### config.mk
export PLATFORM = sky130hd
export DESIGN_NAME = pwr_event_sched
export DESIGN_NICKNAME = d
export VERILOG_FILES = /design/src/rtl/pwr_event_sched_pkg.sv /design/src/rtl/pwr_event_sched_rr_arbiter.sv /design/src/rtl/pwr_event_sched.sv
export SDC_FILE = /design/constraint.sdc
export NUM_CORES = 1
export LEC_CHECK = 0
export BUFFER_PORTS_ARGS = -buffer_cell sky130_fd_sc_hd__buf_2
export CAP_MARGIN = 40
export CORE_MARGIN = 4
export CORE_UTILIZATION = 50
export CTS_CLUSTER_SIZE = 40
export DETAILED_ROUTE_END_ITERATION = 7
export PLACE_DENSITY = 0.68
export SLEW_MARGIN = 10
export SYNTH_ARGS = -nofsm -noshare
export SYNTH_HDL_FRONTEND = slang
export SYNTH_SLANG_ARGS = --single-unit
### constraint.sdc
create_clock -name C -period 11.3 [get_ports C]
set_clock_uncertainty 0.1 [all_clocks]
set_input_delay 1.13 -clock C [delete_from_list [all_inputs] [get_ports C]]
set_output_delay 1.13 -clock C [all_outputs]
set_load 0.1 [all_outputs]
### src/rtl/pwr_event_sched_pkg.sv
// Shared constants for the switching-activity event scheduler.
package pwr_event_sched_pkg;

  // Scheduler state encodings
  localparam logic [1:0] ST_IDLE  = 2'd0;
  localparam logic [1:0] ST_ARB   = 2'd1;
  localparam logic [1:0] ST_DRAIN = 2'd2;
  localparam logic [1:0] ST_DONE  = 2'd3;

  // Default geometry
  localparam int unsigned DEF_N_SRC  = 4;
  localparam int unsigned DEF_CNT_W  = 16;
  localparam int unsigned DEF_PEND_W = 4;
  localparam int unsigned DEF_IDX_W  = 2;

endpackage

### src/rtl/pwr_event_sched_rr_arbiter.sv
// Combinational round-robin arbiter: first requester searching cyclically from ptr+1.
module pwr_event_sched_rr_arbiter #(
  parameter int unsigned N  = 4,
  parameter int unsigned IW = 2
) (
  input  logic [N-1:0]  req,
  input  logic [IW-1:0] ptr,
  output logic [N-1:0]  gnt,
  output logic [IW-1:0] gnt_idx
);

  logic [IW-1:0] cand;
  logic          found;

  // Walk the ring once starting after the last winner; keep the first hit
  always_comb begin
    gnt     = '0;
    gnt_idx = '0;
    cand    = '0;
    found   = 1'b0;
    for (int unsigned k = 1; k <= N; k++) begin
      cand = IW'((32'(ptr) + k) % N);
      if (!found && req[cand]) begin
        found      = 1'b1;
        gnt[cand]  = 1'b1;
        gnt_idx    = cand;
      end
    end
  end

endmodule

### src/rtl/pwr_event_sched.sv
// Transition-event accounting: per-source pending counters feeding a shared
// counter bank through a round-robin single update port, with readout and drain.
module pwr_event_sched
  import pwr_event_sched_pkg::*;
#(
  parameter int unsigned N_SRC  = DEF_N_SRC,
  parameter int unsigned CNT_W  = DEF_CNT_W,
  parameter int unsigned PEND_W = DEF_PEND_W,
  parameter int unsigned IDX_W  = DEF_IDX_W
) (
  input  logic             C,
  input  logic             R_L,
  input  logic [N_SRC-1:0] ev,
  input  logic             clr,
  input  logic             flush,
  output logic             flush_done,
  input  logic             rd_en,
  input  logic [IDX_W-1:0] rd_idx,
  output logic [CNT_W-1:0] rd_data,
  output logic             rd_valid,
  output logic [N_SRC-1:0] gnt,
  output logic [N_SRC-1:0] ovf,
  output logic [N_SRC-1:0] sat,
  output logic             busy
);

  localparam logic [PEND_W-1:0] PEND_MAX = '1;
  localparam logic [CNT_W-1:0]  CNT_MAX  = '1;
  localparam logic [IDX_W-1:0]  PTR_INIT = IDX_W'(N_SRC - 1);

  logic [PEND_W-1:0] pending [N_SRC];
  logic [CNT_W-1:0]  count   [N_SRC];
  logic [IDX_W-1:0]  ptr;
  logic [IDX_W-1:0]  gnt_idx_c;
  logic [N_SRC-1:0]  req_c;
  logic [N_SRC-1:0]  ev_eff_c;
  logic              any_pend_c;
  logic [1:0]        state;
  logic [1:0]        state_nxt;

  // Request vector from registered pendings; events are masked while draining
  always_comb begin
    req_c = '0;
    for (int unsigned i = 0; i < N_SRC; i++) req_c[i] = |pending[i];
    any_pend_c = |req_c;
    ev_eff_c   = (state == ST_DRAIN) ? '0 : ev;
  end

  pwr_event_sched_rr_arbiter #(.N(N_SRC), .IW(IDX_W)) u_arb (
    .req     (req_c),
    .ptr     (ptr),
    .gnt     (gnt),
    .gnt_idx (gnt_idx_c)
  );

  assign busy = any_pend_c || (state != ST_IDLE);

  // Pending counters and overflow flags
  always_ff @(posedge C or negedge R_L) begin
    if (!R_L) begin
      for (int unsigned i = 0; i < N_SRC; i++) pending[i] <= '0;
      ovf <= '0;
    end else if (clr) begin
      for (int unsigned i = 0; i < N_SRC; i++) pending[i] <= '0;
      ovf <= '0;
    end else begin
      for (int unsigned i = 0; i < N_SRC; i++) begin
        if (ev_eff_c[i] && !gnt[i]) begin
          if (pending[i] == PEND_MAX) ovf[i] <= 1'b1;
          else                        pending[i] <= pending[i] + PEND_W'(1);
        end else if (gnt[i] && !ev_eff_c[i]) begin
          pending[i] <= pending[i] - PEND_W'(1);
        end
      end
    end
  end

  // Shared counter bank, saturation flags and round-robin pointer
  always_ff @(posedge C or negedge R_L) begin
    if (!R_L) begin
      for (int unsigned i = 0; i < N_SRC; i++) count[i] <= '0;
      sat <= '0;
      ptr <= PTR_INIT;
    end else if (clr) begin
      for (int unsigned i = 0; i < N_SRC; i++) count[i] <= '0;
      sat <= '0;
      ptr <= PTR_INIT;
    end else begin
      for (int unsigned i = 0; i < N_SRC; i++) begin
        if (gnt[i] && count[i] != CNT_MAX) begin
          count[i] <= count[i] + CNT_W'(1);
          if (count[i] == CNT_MAX - CNT_W'(1)) sat[i] <= 1'b1;
        end
      end
      if (|gnt) ptr <= gnt_idx_c;
    end
  end

  // Indexed readout; returns the pre-update value on a same-edge collision
  always_ff @(posedge C or negedge R_L) begin
    if (!R_L) begin
      rd_data  <= '0;
      rd_valid <= 1'b0;
    end else if (rd_en) begin
      rd_valid <= 1'b1;
      if (32'(rd_idx) < N_SRC) rd_data <= count[rd_idx];
      else                     rd_data <= '0;
    end else begin
      rd_valid <= 1'b0;
    end
  end

  // State register; flush_done marks the single DONE cycle
  always_ff @(posedge C or negedge R_L) begin
    if (!R_L) begin
      state      <= ST_IDLE;
      flush_done <= 1'b0;
    end else if (clr) begin
      state      <= ST_IDLE;
      flush_done <= 1'b0;
    end else begin
      state      <= state_nxt;
      flush_done <= (state_nxt == ST_DONE);
    end
  end

  // Next-state logic
  always_comb begin
    state_nxt = state;
    case (state)
      ST_IDLE: begin
        if (flush)           state_nxt = ST_DRAIN;
        else if (any_pend_c) state_nxt = ST_ARB;
      end
      ST_ARB: begin
        if (flush)                         state_nxt = ST_DRAIN;
        else if (!any_pend_c && ev == '0)  state_nxt = ST_IDLE;
      end
      ST_DRAIN: begin
        if (!any_pend_c) state_nxt = ST_DONE;
      end
      default: state_nxt = ST_IDLE;
    endcase
  end

endmodule
==> results of run 1 <==
[kinds of logic (layout without fill, tap and decap cells)]
group | count (synthesis) | after routing | share of synthesized area (%)
compound gates | 90 | 90 | 9.11
xor+xnor | 59 | 59 | 7.84
fa+ha+maj | 27 | 27 | 5.58
buf+inv | 61 | 89 | 3.64
flops | 110 | 110 | 41.8
mux | 40 | 40 | 10.0
simple gates | 278 | 278 | 22.0
[metal layers]
metal,track usage [%],wire length (um),up-vias
li1,-,-,2433
met1,31.4,7440,2577
met2,36.3,7660,143
met3,3.87,734,26
met4,8.19,356,0
met5,0,0,-
[state kept, by name (all words and copies together), names as in the netlist]
name	count
count	64
flush_done	1
ovf	4
pending	16
ptr	2
rd_data	16
rd_valid	1
sat	4
state	2
[power by group through the flow]
stage / combinational, W / sequential [W] / clock [W]
final: 0.00106 / 0.000502 / 0.000299
after global placement: 0.00102 / 0.000505 / 0
after detailed placement: 0.00104 / 0.000507 / 0
after floorplan: 0.000826 / 0.000508 / 0
after CTS: 0.00105 / 0.000500 / 0.000307
after global routing: 0.00115 / 0.000510 / 0.000320
[critical path: cells and delay by family (launching register included)]
kind	cells	cell delay, ns
buffers and inverters	2	0.81
and+or+nand+nor	2	0.74
adders and majority gates	1	0.46
DFF	1	0.72
AOI/OAI and AO/OA	3	0.90
[cell type report]
cell class	count	area, um2	share of cell area (%)
multi-input combinational	494	3600	49.9
sequential	110	2760	38.3
timing repair buffer	45	258	3.58
clock buffer	13	250	3.48
tap	172	215	2.99
inverter	28	105	1.46
clock inverter	3	20.0	0.278
[cells in the mapped netlist, types with 14 or more instances]
master	count	area share (%)
a21oi_1	24	1.8
and2_1	15	1.4
and3_1	14	1.3
clkbuf_1	25	1.4
dfrtp_1	108	41
ha_1	23	4.4
inv_1	27	1.5
mux2_2	18	3.1
mux4_2	19	6.5
nand2_1	33	1.9
nand3_1	31	2.4
nand4_1	26	2.5
nor2_1	81	4.6
nor3_1	20	1.5
o21ai_0	16	1.2
xnor2_1	25	3.3
xor2_1	34	4.5
[through the flow]
| stage | cell area, um2 | total power (W) |
|---|---|---|
| 3_3_place_gp | 6900 | 0.00152 |
| 6_report | 7200 | 0.00186 |
| 5_1_grt | 7200 | 0.00198 |
| 4_1_cts | 7200 | 0.00186 |
| 2_1_floorplan | 6590 | 0.00133 |
| 3_5_place_dp | 6930 | 0.00155 |
[final timing paths]
path / from / end / slack, ns / cells after the start
max reg2reg: ptr[0] / pending[15] / 6.36 / 13
min in group asynchronous: R_L / ovf[0] / 0.72 / 1
max: ptr[0] / gnt[0] / 6.06 / 8
min reg2reg: sat[0] / sat[0] / 0.40 / 2
min: sat[0] / sat[0] / 0.40 / 2
max in group asynchronous: R_L / count[19] / 9.17 / 2
==> results.py, run 1 <==
metrics = {
    "worst_setup_path": {
        "crit_chain": "inv_1 > ha_1 > o41a_1 > a211o_1 > a22oi_2 > nand3_1 > nand3_1 > buf_2",
        "critPathArrivalTime_ns": 4.01,
        "slowest_delay_ns": 0.72,
        "cpMostUsedCell": "nand3_1",
        "cp_slowest_cell": "dfstp_2",
        "worstSetupPathType": "reg2out",
        "cp-start-kind": "flop",
        "worstPathRequired_ns": 10.07,
        "crit_fanout": 22,
        "end_kind": "output port",
    },
    "clock_network": {
        "clock_path_buffers": 2,
        "ctsHoldBuffers": 0,
        "insertion_delay_ns": 0.36,
        "numCtsBuffers": 9,
        "clock_sinks": 110,
        "cts-resized-gates": 0,
        "htree_levels": 3,
        "tritoncts": "done",
        "clk_pin_slew_ns": 0.07,
        "cts_setup_buffers": 0,
        "cts_root_buf": "clkbuf_16",
    },
    "synthesis": {
        "ys_types": 60,
        "synthArstFlopShare_pct": 100,
        "syn-instance-count": 665,
        "synth_ff_type": "dfrtp_1",
        "yosysSeqAreaShare_pct": 41.8,
        "syn_area_um2": 6590,
        "synth_edf_count": 0,
        "synth_nets": 703,
        "ys_ff_latch": 110,
        "syn_avg_cell_area_um2": 9.91,
        "yosysWarnings": 0,
    },
    "global_routing": {
        "grt_start_max_net_pins": 80,
        "grt_overflow_total": 0,
        "antenna_found_initial": 0,
        "grt_pass1_vias": 5008,
        "grt_pass1_wl_um": 26300,
        "track_usage_pct": 22.7,
    },
    "status": {
        "status": "completed",
    },
    "pwr": {
        "max-vdd-ir-drop_v": 0.000236,
        "p_int_w": 0.000934,
        "pwr-share-clk_pct": 16.1,
        "p_seq_share_pct": 27.0,
        "p_per_area_nw_per_um2": 258,
        "power.switching_fraction_pct": 49.7,
        "p_leak_nw": 3.21,
        "net-switching-power_w": 0.000921,
        "combPwrFrac_pct": 56.9,
    },
    "cells_and_area": {
        "final_common_cell": "dfrtp_1",
        "postLayoutCoreUtil_pct": 56.4,
        "insertedDiodeCount": 0,
        "area_delta_synth_final_pct": 9.23,
        "fillers": 1106,
        "layout.cells.non_filler": 865,
        "drive_above_1_share_pct": 16.0,
        "mostFrequentLayoutCells": "108 x dfrtp_1, 81 x nor2_1, 40 x buf_2",
        "nets": 726,
    },
    "die": {
        "dieArea_um2": 15100,
        "start_util_pct": 51.6,
        "io_pins": 42,
        "die_x_um": 123,
        "core_region_area_um2": 12800,
        "rows": 41,
        "die_h_um": 123,
    },
    "sta": {
        "timing.final.ws_setup_ns": 6.06,
        "min_period_ns": 5.24,
        "slew_viol_final": 0,
        "max_freq_mhz": 191,
        "relSlewSlack_pct": 46.0,
        "setup_violations": 0,
        "rsz0062_at_grt": "no",
        "worst_slew_pin_slew_ns": 0.808,
        "min_period_over_period_pct": 46.4,
        "final.setup.tns_ns": 0,
        "hold_slack_ns": 0.401,
        "hold_violations": 0,
    },
    "placement": {
        "dp_hpwl_um": 11500,
        "gp_congestion": 0.882,
        "port_buffers": 41,
        "dp.cells": 849,
        "post-place-ws_ns": 6.47,
    },
    "routing": {
        "wl_per_cell_um": 18.7,
        "via_count": 5179,
        "wirelength_um": 16200,
        "route.antenna.remaining_nets": 0,
        "drtIter0Drc": 630,
        "vias_per_cell": 5.99,
        "dr.pass1.iters": 5,
        "drc": 0,
    },
    "flow_run": {
        "max-cap-violations": 0,
    },
    "hold_path": {
        "hold_class": "reg2reg",
    },
}
Note: power is estimated with default switching activity, not from simulation.
==> inputs of run 2 (changes only) <==
clock period = 5.3 ns   (was 11.3 ns; I/O delays follow)
==> run 2 against run 1 <==
Against the previous run: flip-flop and latch count stayed put; largest power group unchanged; cell area is 0.14% higher; total power is 110% higher; clock power is 120% higher; critical path type is now reg2reg; register-to-register slack worse by 5.6 ns; clock-buffer cell count is 1 higher.
==> results.py, run 2 (same netlist as run 1, synthesis figures left out) <==
metrics = {
    "die": {
        "core_region_area_um2": 12800,
        "die_x_um": 123,
        "dieArea_um2": 15100,
        "start_util_pct": 51.6,
        "rows": 41,
        "io_pins": 42,
        "die_h_um": 123,
    },
    "cells_and_area": {
        "drive_above_1_share_pct": 16.1,
        "fillers": 1120,
        "mostFrequentLayoutCells": "108 x dfrtp_1, 81 x nor2_1, 40 x buf_2",
        "insertedDiodeCount": 0,
        "final_common_cell": "dfrtp_1",
        "nets": 727,
        "area_delta_synth_final_pct": 9.38,
        "largest_registers": "count x64, pending x16, rd_data x16",
        "largest_reg_flops": 64,
        "final_cell_area_um2": 7210,
        "top_register": "count",
    },
    "clock_network": {
        "ctsHoldBuffers": 0,
        "cts_root_buf": "clkbuf_16",
        "tritoncts": "done",
        "clock_sinks": 110,
        "cts_setup_buffers": 0,
        "clk_pin_slew_ns": 0.07,
        "cts-resized-gates": 0,
        "clock_path_buffers": 2,
        "htree_levels": 3,
        "numCtsBuffers": 9,
        "insertion_delay_ns": 0.35,
    },
    "sta": {
        "max_freq_mhz": 221,
        "setup_violations": 0,
        "relSlewSlack_pct": 44.2,
        "worst_slew_pin_slew_ns": 0.837,
        "timing.final.ws_setup_ns": 0.773,
        "slew_viol_final": 0,
        "hold_violations": 0,
        "rsz0062_at_grt": "no",
        "min_period_over_period_pct": 85.4,
        "min_period_ns": 4.53,
        "hold_slack_ns": 0.0913,
        "final.setup.tns_ns": 0,
    },
    "pwr": {
        "p_per_area_nw_per_um2": 553,
        "p_leak_nw": 3.22,
        "max-vdd-ir-drop_v": 0.000549,
    },
    "routing": {
        "dr.pass1.iters": 5,
        "route.antenna.remaining_nets": 0,
        "drc": 0,
        "drtIter0Drc": 508,
        "vias_per_cell": 6.00,
        "via_count": 5199,
        "wl_per_cell_um": 19.0,
        "wirelength_um": 16400,
    },
    "placement": {
        "post-place-ws_ns": 0.855,
        "dp_hpwl_um": 11900,
        "port_buffers": 41,
        "gp_congestion": 0.860,
        "place_area_um2": 6930,
    },
    "worst_setup_path": {
        "end_kind": "flop",
        "worstSetupPathType": "reg2reg",
        "cp-start-kind": "flop",
        "crit_fanout": 16,
        "worstPathRequired_ns": 5.44,
        "critPathArrivalTime_ns": 4.67,
        "reg2reg_slack_ns": 0.77,
    },
    "global_routing": {
        "grt_pass1_vias": 5129,
        "track_usage_pct": 23.2,
        "grt_overflow_total": 0,
        "antenna_found_initial": 0,
        "grt_start_max_net_pins": 65,
        "grt_pass1_wl_um": 27300,
    },
    "hold_path": {
        "hold_class": "in2async",
    },
    "flow_run": {
        "max-cap-violations": 0,
    },
    "status": {
        "status": "completed",
    },
}
==> run 2: changes by cell type in the layout (fill, tap and decap cells not counted), sizes merged <==
cell      change
clkinvlp      -1
buf           +1
clkbuf        +1
==> run 2: layer usage <==
metal / vias to the layer above / wire length, um / GRT usage, %
met4: 0 / 146 / 4.90
met1: 2618 / 7760 / 34.6
met5: - / 0 / 0
met2: 133 / 7600 / 35.1
met3: 14 / 907 / 4.75
li1: 2434 / - / -
==> run 2: critical path, stage by stage (launching register included) <==
cell and delay [ns]:
dfstp_2 0.71, inv_1 0.24, ha_1 0.46, o41a_1 0.18, a211o_1 0.35, nand2_1 0.19
a31oi_1 0.19, or2_1 0.35, nor2_1 0.28, inv_1 0.11, ha_1 0.29, a21o_1 0.17
a21oi_1 0.21, nor2_1 0.06, a31oi_1 0.16, mux2_2 0.35
==> run 2: metrics by stage <==
step | total power (W) | instances | util, %
final | 0.00398 | 866 | 56.4
after global routing | 0.00426 | 866 | 56.4
after CTS | 0.00398 | 866 | 56.4
after detailed placement | 0.00332 | 850 | 54.2
after global placement | 0.00330 | 849 | 54.1
after floorplan | 0.00284 | 665 | -
==> run 2: layout make-up <==
type                       instances  area (um2)  share of cell area [%]
multi-input combinational        494        3600                    49.9
sequential                       110        2760                    38.2
clock buffer                      14         264                    3.66
tap                              172         215                    2.99
clock inverter                     2        16.3                   0.226
inverter                          28         105                    1.46
timing repair buffer              46         258                    3.58
==> run 2: worst paths after layout <==
check / from / endpoint / depth (start not counted)
setup / recovery: ptr[0] / pending[7] / 15
hold / removal: R_L / state[0] / 1
setup reg to reg: ptr[0] / pending[7] / 15
hold reg to reg: sat[0] / sat[0] / 2
max in group asynchronous: R_L / count[24] / 2
min in group C: flush / state[1] / 3
==> run 2: where the power goes <==
group / switching, W / internal [W] / leakage [nW]
logic: 0.00152 / 0.000734 / 1.58
registers: 0.000136 / 0.000936 / 1.50
clock network: 0.000309 / 0.000347 / 0.133
total: 0.00197 / 0.00202 / 3.22
